[src/rtl/pooling_controller.sv]
// pooling_controller
//   Control FSM for a 2x2 / stride-2 max-pooling unit. Counts a raster pixel
//   stream and produces registered (latency 1) control for the pooling
//   pipeline register stage that follows it.
//
//   Optional feature: define POOL_ABORT_EN to add the abort input.
//
// Ports
//   clk        in   rising-edge clock
//   nrst       in   asynchronous active-low reset
//   start      in   begin a frame (honoured only in IDLE)
//   pix_valid  in   one input pixel this cycle (accepted only in RUN)
//   abort      in   [POOL_ABORT_EN] cancel the current frame
//   busy       out  high in RUN and DONE
//   ctl_valid  out  control outputs valid this cycle (stage enable)
//   adrs       out  line-buffer address = col>>1
//   adrs_out   out  output-map write address
//   mux_en     out  second pixel of a horizontal pair
//   wr_ctrl1   out  even row, odd col: write pair max to line buffer
//   wr_ctrl2   out  odd row, odd col: compare with line buffer, write output
//   pool_done  out  pulse with the final wr_ctrl2 of a frame
module pooling_controller #(
   parameter int address_num = 4,
   parameter int IMG_W       = 8,
   parameter int IMG_H       = 8
) (
   input  logic                   clk,
   input  logic                   nrst,
   input  logic                   start,
   input  logic                   pix_valid,
`ifdef POOL_ABORT_EN
   input  logic                   abort,
`endif
   output logic                   busy,
   output logic                   ctl_valid,
   output logic [address_num-1:0] adrs,
   output logic [address_num-1:0] adrs_out,
   output logic                   mux_en,
   output logic                   wr_ctrl1,
   output logic                   wr_ctrl2,
   output logic                   pool_done
);

   localparam int CW = $clog2(IMG_W);
   localparam int RW = $clog2(IMG_H);

   localparam logic [1:0] IDLE = 2'd0;
   localparam logic [1:0] RUN  = 2'd1;
   localparam logic [1:0] DONE = 2'd2;

   logic [1:0]             state, nxt_state;
   logic [CW-1:0]          col;
   logic [RW-1:0]          row;
   logic [address_num-1:0] out_cnt;   // index of the next output pixel
   logic                   kill;
   logic                   accept;
   logic                   last_pix;
   logic                   clr;

`ifdef POOL_ABORT_EN
   // abort only matters once a frame is in flight; in IDLE it just blocks start
   assign kill = abort;
`else
   assign kill = 1'b0;
`endif

   assign accept   = (state == RUN) && pix_valid && !kill;
   assign last_pix = (col == CW'(IMG_W-1)) && (row == RW'(IMG_H-1));
   assign clr      = kill || ((state == IDLE) && start);
   assign busy     = (state == RUN) || (state == DONE);

   always_comb begin
      nxt_state = state;
      case (state)
         IDLE:    if (start && !kill) nxt_state = RUN;
         RUN:     if (kill) nxt_state = IDLE;
                  else if (accept && last_pix) nxt_state = DONE;
         DONE:    nxt_state = IDLE;
         default: nxt_state = IDLE;
      endcase
   end

   always_ff @(posedge clk or negedge nrst) begin
      if (!nrst) state <= IDLE;
      else       state <= nxt_state;
   end

   // raster position and output index
   always_ff @(posedge clk or negedge nrst) begin
      if (!nrst) begin
         col     <= '0;
         row     <= '0;
         out_cnt <= '0;
      end else if (clr) begin
         col     <= '0;
         row     <= '0;
         out_cnt <= '0;
      end else if (accept) begin
         if (col == CW'(IMG_W-1)) begin
            col <= '0;
            row <= (row == RW'(IMG_H-1)) ? '0 : row + RW'(1);
         end else begin
            col <= col + CW'(1);
         end
         if (row[0] && col[0]) out_cnt <= out_cnt + address_num'(1);
      end
   end

   // registered control; pulses drop to 0 on any cycle without an accept,
   // addresses hold so the downstream stage sees stable values in gaps
   always_ff @(posedge clk or negedge nrst) begin
      if (!nrst) begin
         ctl_valid <= 1'b0;
         adrs      <= '0;
         adrs_out  <= '0;
         mux_en    <= 1'b0;
         wr_ctrl1  <= 1'b0;
         wr_ctrl2  <= 1'b0;
         pool_done <= 1'b0;
      end else begin
         ctl_valid <= accept;
         mux_en    <= accept && col[0];
         wr_ctrl1  <= accept && !row[0] && col[0];
         wr_ctrl2  <= accept && row[0] && col[0];
         pool_done <= accept && last_pix;
         if (accept) begin
            adrs     <= address_num'(col >> 1);
            adrs_out <= out_cnt;
         end
      end
   end

endmodule
[config.mk]
export PLATFORM = sky130hd
export DESIGN_NAME = pooling_controller
export DESIGN_NICKNAME = d
export VERILOG_FILES = /design/src/rtl/pooling_controller.sv
export SDC_FILE = /design/constraint.sdc
export NUM_CORES = 1
export LEC_CHECK = 0
export BUFFER_PORTS_ARGS = -buffer_cell sky130_fd_sc_hd__buf_2
export CAP_MARGIN = 10
export CORE_UTILIZATION = 25
export CTS_CLUSTER_SIZE = 10
export DETAILED_ROUTE_END_ITERATION = 10
export PLACE_DENSITY = 0.5
export SKIP_CTS_REPAIR_TIMING = 1
export SLEW_MARGIN = 20
export SYNTH_ARGS = -nofsm -noshare
export SYNTH_HDL_FRONTEND = slang
export SYNTH_SLANG_ARGS = --single-unit
[constraint.sdc]
create_clock -name clk -period 1.4 [get_ports clk]
set_input_delay 0.14 -clock clk [delete_from_list [all_inputs] [get_ports clk]]
set_output_delay 0.14 -clock clk [all_outputs]
set_load 0.02 [all_outputs]
Word-level counts from Yosys, hierarchy flattened
Index checks and enable logic that the tools add are counted.
{"block": "totals", "reg_bits": 23, "latch_bits": 0, "ram_bits": 0, "rom_bits": 0, "in_bits": 4, "out_inout_bits": 14, "elab_cells": 52, "n_memories": 0}
{"block": "classes", "addsub": 3, "n_mul": 0, "div": 0, "magnitude_cmp": 0, "n_eq_ne": 6, "shift": 0, "n_mux": 13, "n_bitwise": 0, "reduce_logical": 19}
{"operator": "3-bit 2-to-1 mux", "count": 7}
{"operator": "4-bit 2-to-1 mux", "count": 3}
{"operator": "1-bit logical AND", "count": 10}
{"operator": "3-bit by 1-bit adder with 3-bit output (second input constant)", "count": 2}
{"operator": "3-bit equality test (second input constant)", "count": 2}
{"operator": "2-bit AND reduction", "count": 3}
{"operator": "2-bit nonzero test", "count": 3}
{"operator": "4-bit by 1-bit adder with 4-bit output (second input constant)", "count": 1}
{"operator": "2-bit 2-to-1 mux", "count": 2}
{"operator": "2-bit one-hot mux with 2 select lines", "count": 1}
{"operator": "2-bit by 1-bit equality test with 1-bit output (second input constant)", "count": 1}
{"operator": "2-bit equality test (second input constant)", "count": 1}
{"operator": "2-bit zero test", "count": 1}
{"operator": "2-bit by 1-bit != test with 1-bit output (second input constant)", "count": 1}
{"operator": "2-bit != test (second input constant)", "count": 1}
{"operator": "1-bit zero test", "count": 1}
{"operator": "1-bit logical OR", "count": 1}

Longest topological paths before layout
Gate-level depths: netlist of run 1.
{"block": "depth", "depth_word": 5, "ltp_mapped": 6, "ltp_nobuf": 5}

Worst setup path after synthesis of run 1
No wires, ideal clock.
{"block": "synth_timing", "path_kind": "reg2reg", "from": "register row[0]", "to": "register state[0]", "setup_ns": 0.125, "arrival_time_ns": 1.342, "t_required_ns": 1.275, "path_slack_ns": -0.067, "stages_incl_launch_ff": 6, "path_buffers": 0, "synth_period_minus_slack_ns": 1.467, "cell_sequence": "dfrtp_1 -> ha_1 -> ha_1 -> nand3_1 -> a21oi_1 -> mux2_2"}
{"block": "synth_between", "elab_chain_len": 5}
{"item": "start: declaration", "line_no": "53", "source": "logic [RW-1:0] row;"}
{"item": "start signal: assignment", "line_no": "101", "source": "row <= (row == RW'(IMG_H-1)) ? '0 : row + RW'(1);"}
{"item": "3-bit equality test", "line_no": "68", "source": "assign last_pix = (col == CW'(IMG_W-1)) && (row == RW'(IMG_H-1));"}
{"item": "1-bit logical AND", "line_no": "68"}
{"item": "1-bit logical AND", "line_no": "77", "source": "else if (accept && last_pix) nxt_state = DONE;"}
{"item": "2-bit by 1-bit != test with 1-bit output (no source line)"}
{"item": "2-bit AND reduction (no source line)"}
{"item": "end signal: assignment", "line_no": "85", "source": "else state <= nxt_state;"}
{"item": "end: declaration", "line_no": "51", "source": "logic [1:0] state, nxt_state;"}
Every way passes these cells.
A chain may end at the register's enable or synchronous reset.

Final worst setup path of run 1
{"block": "layout_timing", "from": "register state[1]", "to": "register state[0]"}
{"block": "layout_between", "elab_chain_len": 5, "elab_cells_between_ends": 8, "classes_between": "eq/ne: 3; mux: 1; reduce/logical: 4"}
{"item": "2-bit by 1-bit equality test with 1-bit output", "line_no": "67, 74"}
{"item": "1-bit logical AND", "line_no": "67", "source": "assign accept = (state == RUN) && pix_valid && !kill;"}
{"item": "1-bit logical AND", "line_no": "77"}
{"item": "2-bit by 1-bit != test with 1-bit output (no source line)"}
{"item": "2-bit AND reduction (no source line)"}
Parallel ways exist; a longest one is shown, timed or not.

==> summary.md, run 1 <==
| Metric | Value |
|---|---|
| Placed cell area | 1300 µm² |
| CP Cell Sequence | inv_2, buf_12, ha_4, nor2b_2, a21oi_4, mux2_4 |
| Final min period | 1.41 ns |
| Largest net degree at the start of global routing | 24 |
| Unrepaired setup endpoints after global routing | yes |
| Hold path depth | 3 |
| PwrDens | 1500 nW/µm² |
| Starting Density | 0.263 |
| Die area | 4530 µm² |
| Avg Cell Area, Syn | 11.8 µm² |
| Stages on worst setup path | 6 |
| Die Ht | 67.3 µm |
| Leakage | 0.737 nW |
| Vias | 735 |
| Worst Hold Launch | pix_valid |
| GRT Util Overall | 0.0887 |
| Failing checks | negative setup slack |
| Mapped Cells | 90 |
| Final Cycle Share | 1.01 |
| Die Wd | 67.3 µm |
| Synth top area share | 0.540 |
| Synth area leaders | dfrtp_1, ha_1, mux2_2, a21oi_1, buf_4 |
| CP delay by family, top | flip-flops |
| Max Cap Violations | 0 |
| Crit. End Element | register |
| Layout Area Growth over Synthesis | 35.0% |
| CTS tree | built |
| Crit path DAT | 1.56 ns |
| Final setup violation count | 2 |
| Post-synthesis sequential element count | 23 |
| Yosys warning count | 0 |
| Sequential-to-total area share from yosys stat | 0.540 |
| Max Freq | 709 MHz |
| GR Overflow Total | 0 |
| Nets | 133 |
| Clock Sinks | 23 |
| Via-to-Cell Ratio | 4.35 |
| R2R cell count | 6 |
| Final Wtd Congestion | 0.692 |
| Clk_skew | 0.00977 ns |
| H-tree depth | 1 |
| I/O pin total | 18 |
| DRC | 0 |
| Crit path kind | reg -> reg |
| Slew HR | 0.656 |
| Outcome | complete, but fails checks |
| Initial antenna violation count | 0 |
| Worst slew pin tran | 0.516 ns |
| Commonest non-fill, non-tap cells in the layout | dfrtp_1, buf_2, buf_4 |
| CP max stage delay | 0.37 ns |
| WP data required | 1.55 ns |
| N_diodes | 0 |
| Worst path slowest cell | dfrtp_1 |
| Row count | 23 |
| Worst-path clk slew | 0.07 ns |
| DRT iter0 DRCs | 34 |
| Ratio of cells with drive above 1 in the final layout | 0.454 |
| # fillers | 395 |
| CP Max Fanout | 3 |
| Worst VDD drop | 0.000670 V |
| Global-route wire length before repair | 2.95 mm |
| DP HPWL | 1.34 mm |
| Total wire length | 1.79 mm |
| Critical Path Source Type | register |
| Final instance area | 1440 µm² |
| Sum Neg Setup Slack | -0.0189 ns |
| Wire per inst | 10.6 µm |
| Worst setup margin | -0.00988 ns |
| Fin. max-slew vios | 0 |
| Netlist Area Pre-Place | 1070 µm² |
| TritonCTS buffer count | 3 |
| Hold Path Class | in -> reg |
| Core Box Area | 4060 µm² |
| Synth cell types | 22 |
| Dominant cell type by area after synthesis | dfrtp_1 |
| Clk_lat worst skew | 0.27 ns |
| CP bufs+invs | 2 |
| Detailed Routing Iterations Pass 1 | 4 |
| Clock root cell | clkbuf_8 |
| Final Hold Viols | 0 |
| Crit path from | state[1]$_DFFE_PN0P_ |
| Worst reg2reg path startpoint | state[1]$_DFFE_PN0P_ |
| Most common cell after layout, fill and taps aside | dfrtp_1 |
| Post-route ant nets | 0 |
| Max clock buf depth | 2 |
| Vias in the first global route | 648 |
| IO buf count | 15 |
==> tightest hold or removal path: cells and delay by family <==
kind | cells | cell delay [ns]
compound gates | 1 | 0.06
buf+inv | 1 | 0.17
simple gates | 1 | 0.09
==> metrics by stage <==
stage	hold WS (ns)	worst slack, ns	power, mW	cells	utilization
after floorplan	-0.156	-0.0252	1.27	91	-
after global placement	0.137	-0.0414	1.55	162	0.320
after detailed placement	0.146	-0.0765	1.57	162	0.320
after CTS	-0.150	-0.0911	1.99	166	0.332
after global routing	0.253	-0.0668	2.30	169	0.355
final	0.237	-0.00988	2.16	169	0.355
==> layout make-up <==
cell class / instances / area, µm² / share of cell area
Clock inverter: 1 / 5.00 / 0.00348
Tap cell: 50 / 62.6 / 0.0435
Timing Repair Buffer: 29 / 218 / 0.151
Clock buffer: 3 / 41.3 / 0.0287
Sequential cell: 23 / 576 / 0.400
Multi-Input combinational cell: 58 / 518 / 0.360
Inverter: 5 / 18.8 / 0.0130
==> cells in the mapped netlist <==
| cell | number |
|---|---|
| mux2_2 | 8 |
| and2_1 | 2 |
| conb_1 | 1 |
| dfrtp_1 | 23 |
| nand4_4 | 1 |
| o21ai_0 | 2 |
| buf_4 | 4 |
| nand3b_1 | 1 |
| nor2_1 | 2 |
| nor3_1 | 1 |
| ha_1 | 9 |
| inv_1 | 5 |
| or3_1 | 3 |
| nand2_2 | 1 |
| mux2i_1 | 1 |
| nor2b_1 | 2 |
| and3_2 | 2 |
| clkbuf_1 | 1 |
| nand3_1 | 5 |
| a21oi_1 | 8 |
| xor2_1 | 2 |
| nand2_1 | 6 |
==> registers in the layout (all words and copies together) (netlist names) <==
signal / cells
adrs: 2
out_cnt: 4
col: 3
wr_ctrl2: 1
ctl_valid: 1
state: 2
row: 3
mux_en: 1
adrs_out: 4
wr_ctrl1: 1
pool_done: 1
==> power breakdown <==
part           internal (mW)  leakage (nW)  switching, mW
Combinational          0.521         0.396          0.430
Clock                  0.199        0.0255          0.209
Sequential             0.752         0.315         0.0493
==> worst paths after layout <==
| check | to | slack [ns] |
|---|---|---|
| max reg2reg | state[0]$_DFFE_PN0P_ | -0.01 |
| max in group asynchronous | adrs[0]$_DFFE_PN0P_ | 0.66 |
| min in group asynchronous | out_cnt[3]$_DFFE_PN0P_ | 0.38 |
| min | col[2]$_DFFE_PN0P_ | 0.24 |
| min reg2reg | adrs[1]$_DFFE_PN0P_ | 0.50 |
| max | state[0]$_DFFE_PN0P_ | -0.01 |
==> per-layer routing <==
| layer | share of wire | GRT usage | vias to the layer above |
|---|---|---|---|
| met5 | 0 | 0 | - |
| met2 | 0.47 | 0.129 | 19 |
| met3 | 0.068 | 0.0355 | 5 |
| met1 | 0.45 | 0.118 | 354 |
| li1 | - | - | 357 |
| met4 | 0.011 | 0.0319 | 0 |
==> cell families (layout without fill, tap and decap cells) <==
family                   count (synthesis)  in the layout  synth area share
adder cells (fa/ha/maj)                  9              9             0.106
other                                    1              2           0.00352
XOR/XNOR                                 2              2            0.0164
flip-flops                              23             23             0.540
buffers and inverters                   10             38            0.0493
AND/OR/NAND/NOR                         26             26             0.144
AO/OA/AOI/OAI                           10             10            0.0470
multiplexers                             9              9            0.0939
Power figures use the tool's default switching activity.
==> inputs of run 2 (changes only) <==
PLACE_DENSITY = 0.44   (was 0.5)
==> summary.md, run 2 (synthesized netlist as in run 1, its figures left out) <==
| Metric | Value |
|---|---|
| Final Hold Viols | 0 (unchanged) |
| Gate power share | 0.374 (was 0.440) |
| Final setup violation count | 1 (was 2) |
| Ratio of cells with drive above 1 in the final layout | 0.474 (was 0.454) |
| TritonCTS buffer count | 3 (unchanged) |
| Total wire length | 1.78 mm (was 1.79 mm) |
| H-tree depth | 1 (unchanged) |
| Row count | 23 (unchanged) |
| Unrepaired setup endpoints after global routing | yes (unchanged) |
| Clock root cell | clkbuf_8 (unchanged) |
| Max clock buf depth | 2 (unchanged) |
| Final Wtd Congestion | 0.715 (was 0.692) |
| Wire per inst | 10.9 µm (was 10.6 µm) |
| Starting Density | 0.263 (unchanged) |
| Max Cap Violations | 0 (unchanged) |
| Fin. max-slew vios | 0 (unchanged) |
| Overall Power | 1.96 mW (was 2.16 mW) |
| Multi-input gate area | 529 µm² (was 518 µm²) |
| FF+latch area | 577 µm² (was 576 µm²) |
| DP HPWL | 1.33 mm (was 1.34 mm) |
| Nets | 128 (was 133) |
| Final instance area | 1380 µm² (was 1440 µm²) |
| DRC | 0 (unchanged) |
| Die Wd | 67.3 µm (unchanged) |
| Detailed Routing Iterations Pass 1 | 4 (unchanged) |
| Reg-to-Reg End | state[0]$_DFFE_PN0P_ (unchanged) |
| CP delay by family, top | flip-flops (unchanged) |
| Hold slack | 0.231 ns (was 0.237 ns) |
| Worst reg2reg path startpoint | col[0]$_DFFE_PN0P_ (was state[1]$_DFFE_PN0P_) |
| Largest net degree at the start of global routing | 24 (unchanged) |
| Failing checks | negative setup slack (unchanged) |
| Crit path to | state[0]$_DFFE_PN0P_ (unchanged) |
| Placed cell area | 1240 µm² (was 1300 µm²) |
| GR Overflow Total | 0 (unchanged) |
| IO buf count | 15 (unchanged) |
| Post-route ant nets | 0 (unchanged) |
| P_int | 1.30 mW (was 1.47 mW) |
| GRT Util Overall | 0.0879 (was 0.0887) |
| R2R cell count | 5 (was 6) |
| Vias in the first global route | 645 (was 648) |
| Placed Cells | 158 (was 162) |
| Via-to-Cell Ratio | 4.30 (was 4.35) |
| Most common cell after layout, fill and taps aside | dfrtp_1 (unchanged) |
| WP data required | 1.55 ns (about the same) |
| CP max stage delay | 0.38 ns (was 0.37 ns) |
| Clock Sinks | 23 (unchanged) |
| Stages on worst setup path | 5 (was 6) |
| Non-filler cells, final | 164 (was 169) |
| Initial antenna violation count | 0 (unchanged) |
| CTS tree | built (unchanged) |
| Critical Path Source Type | register (unchanged) |
| Post-place setup slack | -0.0816 ns (was -0.0765 ns) |
| Global-route wire length before repair | 2.98 mm (was 2.95 mm) |
| Core Box Area | 4060 µm² (unchanged) |
| Seq pwr share | 0.419 (was 0.371) |
| Final Cycle Share | 1.00 (was 1.01) |
| Vias | 705 (was 735) |
| Clk_lat worst skew | 0.26 ns (was 0.27 ns) |
| Hold Path Class | in -> reg (unchanged) |
| Commonest non-fill, non-tap cells in the layout | dfrtp_1, buf_2, buf_4 (unchanged) |
| R2R setup slack | -0.0006 ns (was -0.01 ns) |
| Die area | 4530 µm² (unchanged) |
| Switching Share | 0.335 (was 0.319) |
| Final min period | 1.40 ns (was 1.41 ns) |
| PwrDens | 1420 nW/µm² (was 1500 nW/µm²) |
| Crit path from | col[0]$_DFFE_PN0P_ (was state[1]$_DFFE_PN0P_) |
| Clk_skew | 0.00495 ns (was 0.00977 ns) |
| Crit path DAT | 1.55 ns (was 1.56 ns) |
| CP Max Fanout | 3 (unchanged) |
| Largest registers | adrs_out x4, out_cnt x4 (unchanged) |
| Clk pwr share | 0.207 (was 0.189) |
| Worst path slowest cell | dfrtp_1 (unchanged) |
| Worst setup margin | -0.000593 ns (was -0.00988 ns) |
| I/O pin total | 18 (unchanged) |
| CP bufs+invs | 0 (was 2) |
| Worst-path clk slew | 0.08 ns (was 0.07 ns) |
| N_diodes | 0 (unchanged) |
| NetSw | 0.654 mW (was 0.689 mW) |
| Layout Area Growth over Synthesis | 29.3% (was 35.0%) |
| Worst VDD drop | 0.000407 V (was 0.000670 V) |
| DRT iter0 DRCs | 37 (was 34) |
| CP Cell Sequence | ha_2, ha_4, nand3_4, a21oi_4, mux2_4 (was inv_2, buf_12, ha_4, nor2b_2, a21oi_4, mux2_4) |
| Crit path kind | reg -> reg (unchanged) |
| Max Freq | 714 MHz (was 709 MHz) |
| Crit. End Element | register (unchanged) |
| Outcome | complete, but fails checks (unchanged) |
| # fillers | 430 (was 395) |
| Die Ht | 67.3 µm (unchanged) |
| Leakage | 0.698 nW (was 0.737 nW) |
==> run 2: cell count changes in the layout (fill, tap and decap cells not counted), moves of 2 or more <==
cell and change:
a21oi_1 -2, a21oi_2 +2, buf_12 -2, buf_4 -2, buf_6 -2
==> run 2: final cells by class <==
cell class / count / share of cell area
well taps: 50 / 0.0454
inverters: 5 / 0.0136
clock inverters: 1 / 0.00363
repair buffers: 24 / 0.105
clock buffers: 3 / 0.0299
flip-flops and latches: 23 / 0.418
multi-input cells: 58 / 0.384
==> run 2: layer usage <==
metal / wire length (µm) / GRT usage / part of all wire
met1: 892 / 0.125 / 0.50
met2: 803 / 0.129 / 0.45
met3: 48 / 0.0101 / 0.027
met4: 38 / 0.0479 / 0.021
met5: 0 / 0 / 0
==> run 2: worst min path at each step <==
stage,end,from,depth (start not counted),slack (ns)
3_3_place_gp,row[1]$_DFFE_PN0P_,nrst,1,0.14
4_1_cts,row[1]$_DFFE_PN0P_,nrst,1,-0.15
2_1_floorplan,adrs[0]$_DFFE_PN0P_,nrst,0,-0.16
6_report,col[2]$_DFFE_PN0P_,pix_valid,3,0.23
3_5_place_dp,row[1]$_DFFE_PN0P_,nrst,1,0.15
5_1_grt,col[2]$_DFFE_PN0P_,pix_valid,3,0.24
==> run 2: worst reg2reg max path, stage by stage (launching register included) <==
cell and delay (ns):
dfrtp_1 0.38, ha_2 0.20, ha_4 0.15, nand3_4 0.07
a21oi_4 0.18, mux2_4 0.31
==> run 2: stage by stage <==
step	util	setup TNS, ns
2_1_floorplan	-	-0.0504
3_3_place_gp	0.307	-0.210
3_5_place_dp	0.307	-0.494
4_1_cts	0.318	-0.739
5_1_grt	0.340	-0.115
6_report	0.340	-0.000593
==> run 2: power by group through the flow <==
stage / sequential [mW] / clock (mW) / combinational (mW)
3_3_place_gp: 0.815 / 0 / 0.621
5_1_grt: 0.832 / 0.448 / 0.824
4_1_cts: 0.805 / 0.430 / 0.638
6_report: 0.820 / 0.405 / 0.731
3_5_place_dp: 0.817 / 0 / 0.638
2_1_floorplan: 0.859 / 0 / 0.413
==> inputs of run 3 (changes only) <==
CELL_PAD_IN_SITES_DETAIL_PLACEMENT = 1   (was unset)
CELL_PAD_IN_SITES_GLOBAL_PLACEMENT = 1   (was unset)
PLACE_DENSITY = 0.52   (was 0.44)
==> summary.md, run 3 (synthesized netlist as in run 1, its figures left out) <==
| Metric | Value |
|---|---|
| Crit. End Element | register (unchanged) |
| GRT Util Overall | 0.109 (was 0.0879) |
| Largest registers | adrs_out x4, out_cnt x4 (unchanged) |
| Nets | 135 (was 128) |
| Unrepaired setup endpoints after global routing | yes (unchanged) |
| WP data required | 1.56 ns (was 1.55 ns) |
| Total wire length | 2.08 mm (was 1.78 mm) |
| Max clock buf depth | 2 (unchanged) |
| Vias in the first global route | 736 (was 645) |
| N_diodes | 0 (unchanged) |
| Starting Density | 0.263 (unchanged) |
| Failing checks | negative setup slack (unchanged) |
| GR Overflow Total | 0 (unchanged) |
| Seq pwr share | 0.362 (was 0.419) |
| Vias | 737 (was 705) |
| Largest net degree at the start of global routing | 24 (unchanged) |
| Final Hold Viols | 0 (unchanged) |
| Switching Share | 0.331 (was 0.335) |
| Top Layer Used | met4 (unchanged) |
| H-tree depth | 1 (unchanged) |
| DRT iter0 DRCs | 26 (was 37) |
| Global-route wire length before repair | 3.55 mm (was 2.98 mm) |
| Met1 WL | 1.03 mm (was 892 µm) |
| Layout Area Growth over Synthesis | 37.9% (was 29.3%) |
| Wire per inst | 12.1 µm (was 10.9 µm) |
| Final min period | 1.40 ns (about the same) |
| Via-to-Cell Ratio | 4.31 (was 4.30) |
| NetSw | 0.737 mW (was 0.654 mW) |
| Leakage | 0.746 nW (was 0.698 nW) |
| Die Wd | 67.3 µm (unchanged) |
| Clock root cell | clkbuf_8 (unchanged) |
| Post-route ant nets | 0 (unchanged) |
| Die area | 4530 µm² (unchanged) |
| PwrDens | 1520 nW/µm² (was 1420 nW/µm²) |
| Critical Path Source Type | register (unchanged) |
| IO buf count | 15 (unchanged) |
| Slew HR | 0.644 |
| Clock Sinks | 23 (unchanged) |
| Crit path kind | reg -> reg (unchanged) |
| Core Box Area | 4060 µm² (unchanged) |
| Hold Path Class | in -> reg (unchanged) |
| Worst-path clk slew | 0.08 ns (about the same) |
| Final setup violation count | 2 (was 1) |
| DRC | 0 (unchanged) |
| Met2 wire length | 951 µm (was 803 µm) |
| P_int | 1.49 mW (was 1.30 mW) |
| DP HPWL | 1.52 mm (was 1.33 mm) |
| Fin. max-slew vios | 0 (unchanged) |
| Clk_lat worst skew | 0.27 ns (was 0.26 ns) |
| Post-place setup slack | -0.0983 ns (was -0.0816 ns) |
| Gate power share | 0.445 (was 0.374) |
| Fin util | 0.362 (was 0.340) |
| Met3 WL | 51 µm (was 48 µm) |
| CTS tree | built (unchanged) |
| Most common cell after layout, fill and taps aside | dfrtp_1 (unchanged) |
| Worst slew pin tran | 0.535 ns |
| Clk_skew | 0.00384 ns (was 0.00495 ns) |
| Worst setup margin | -0.00406 ns (was -0.000593 ns) |
| Clk pwr share | 0.192 (was 0.207) |
| Crit path DAT | 1.56 ns (was 1.55 ns) |
| CP Max Fanout | 3 (unchanged) |
| Outcome | complete, but fails checks (unchanged) |
| Die Ht | 67.3 µm (unchanged) |
| Detailed Routing Iterations Pass 1 | 3 (was 4) |
| Row count | 23 (unchanged) |
| Sum Neg Setup Slack | -0.00666 ns (was -0.000593 ns) |
| Worst VDD drop | 0.000380 V (was 0.000407 V) |
| Final Wtd Congestion | 0.749 (was 0.715) |
| Max Cap Violations | 0 (unchanged) |
| Max Freq | 712 MHz (was 714 MHz) |
| Final Cycle Share | 1.00 (about the same) |
| Initial antenna violation count | 0 (unchanged) |
| TritonCTS buffer count | 3 (unchanged) |
| Commonest non-fill, non-tap cells in the layout | dfrtp_1, buf_2, buf_4 (unchanged) |
| I/O pin total | 18 (unchanged) |
| Ratio of cells with drive above 1 in the final layout | 0.488 (was 0.474) |
run 3: power by group through the flow:
stage	clock network [mW]	registers [mW]	logic (mW)
final	0.429	0.808	0.993
after global routing	0.468	0.821	1.10
after CTS	0.450	0.796	0.786
after detailed placement	0	0.808	0.781
after global placement	0	0.804	0.754
after floorplan	0	0.859	0.413
run 3: final cells by class:
| type | instances | area [µm²] |
|---|---|---|
| Clock inverter | 1 | 5.00 |
| Timing Repair Buffer | 31 | 220 |
| Multi-Input combinational cell | 58 | 544 |
| Sequential cell | 23 | 576 |
| Tap cell | 50 | 62.6 |
| Fill cell | 443 | 2590 |
| Inverter | 5 | 21.3 |
| Clock buffer | 3 | 41.3 |
run 3: metrics by stage:
stage                     power [mW]  hold WS, ns  area (µm²)  std cells
after detailed placement        1.59        0.160        1300        164
after floorplan                 1.27       -0.156        1090         91
final                           2.23        0.224        1470        171
after global routing            2.39        0.238        1470        171
after global placement          1.56        0.148        1300        164
after CTS                       2.03       -0.140        1350        168
run 3: worst paths after layout:
| check | startpoint | to | slack [ns] | cells past startpoint |
|---|---|---|---|---|
| worst max-delay path | state[0]$_DFFE_PN0P_ | state[1]$_DFFE_PN0P_ | -0.004 | 6 |
| worst min register to register | adrs_out[1]$_DFFE_PN0P_ | adrs_out[1]$_DFFE_PN0P_ | 0.51 | 1 |
| worst max register to register | state[0]$_DFFE_PN0P_ | state[1]$_DFFE_PN0P_ | -0.004 | 6 |
| min in group asynchronous | nrst | adrs[0]$_DFFE_PN0P_ | 0.38 | 2 |
| worst min-delay path | pix_valid | col[2]$_DFFE_PN0P_ | 0.22 | 3 |
| max in group asynchronous | nrst | row[0]$_DFFE_PN0P_ | 0.67 | 2 |
run 3: metal layers:
layer | up-vias | global-route usage
li1 | 367 | -
met1 | 352 | 0.143
met2 | 13 | 0.168
met3 | 5 | 0.0253
met4 | 0 | 0.0479
met5 | - | 0
run 3: critical path, cell delays in order (launching register included):
cell	delay [ns]
dfrtp_1	0.41
buf_6	0.13
inv_4	0.03
ha_4	0.14
nor2b_4	0.12
a21oi_4	0.14
mux2_4	0.31
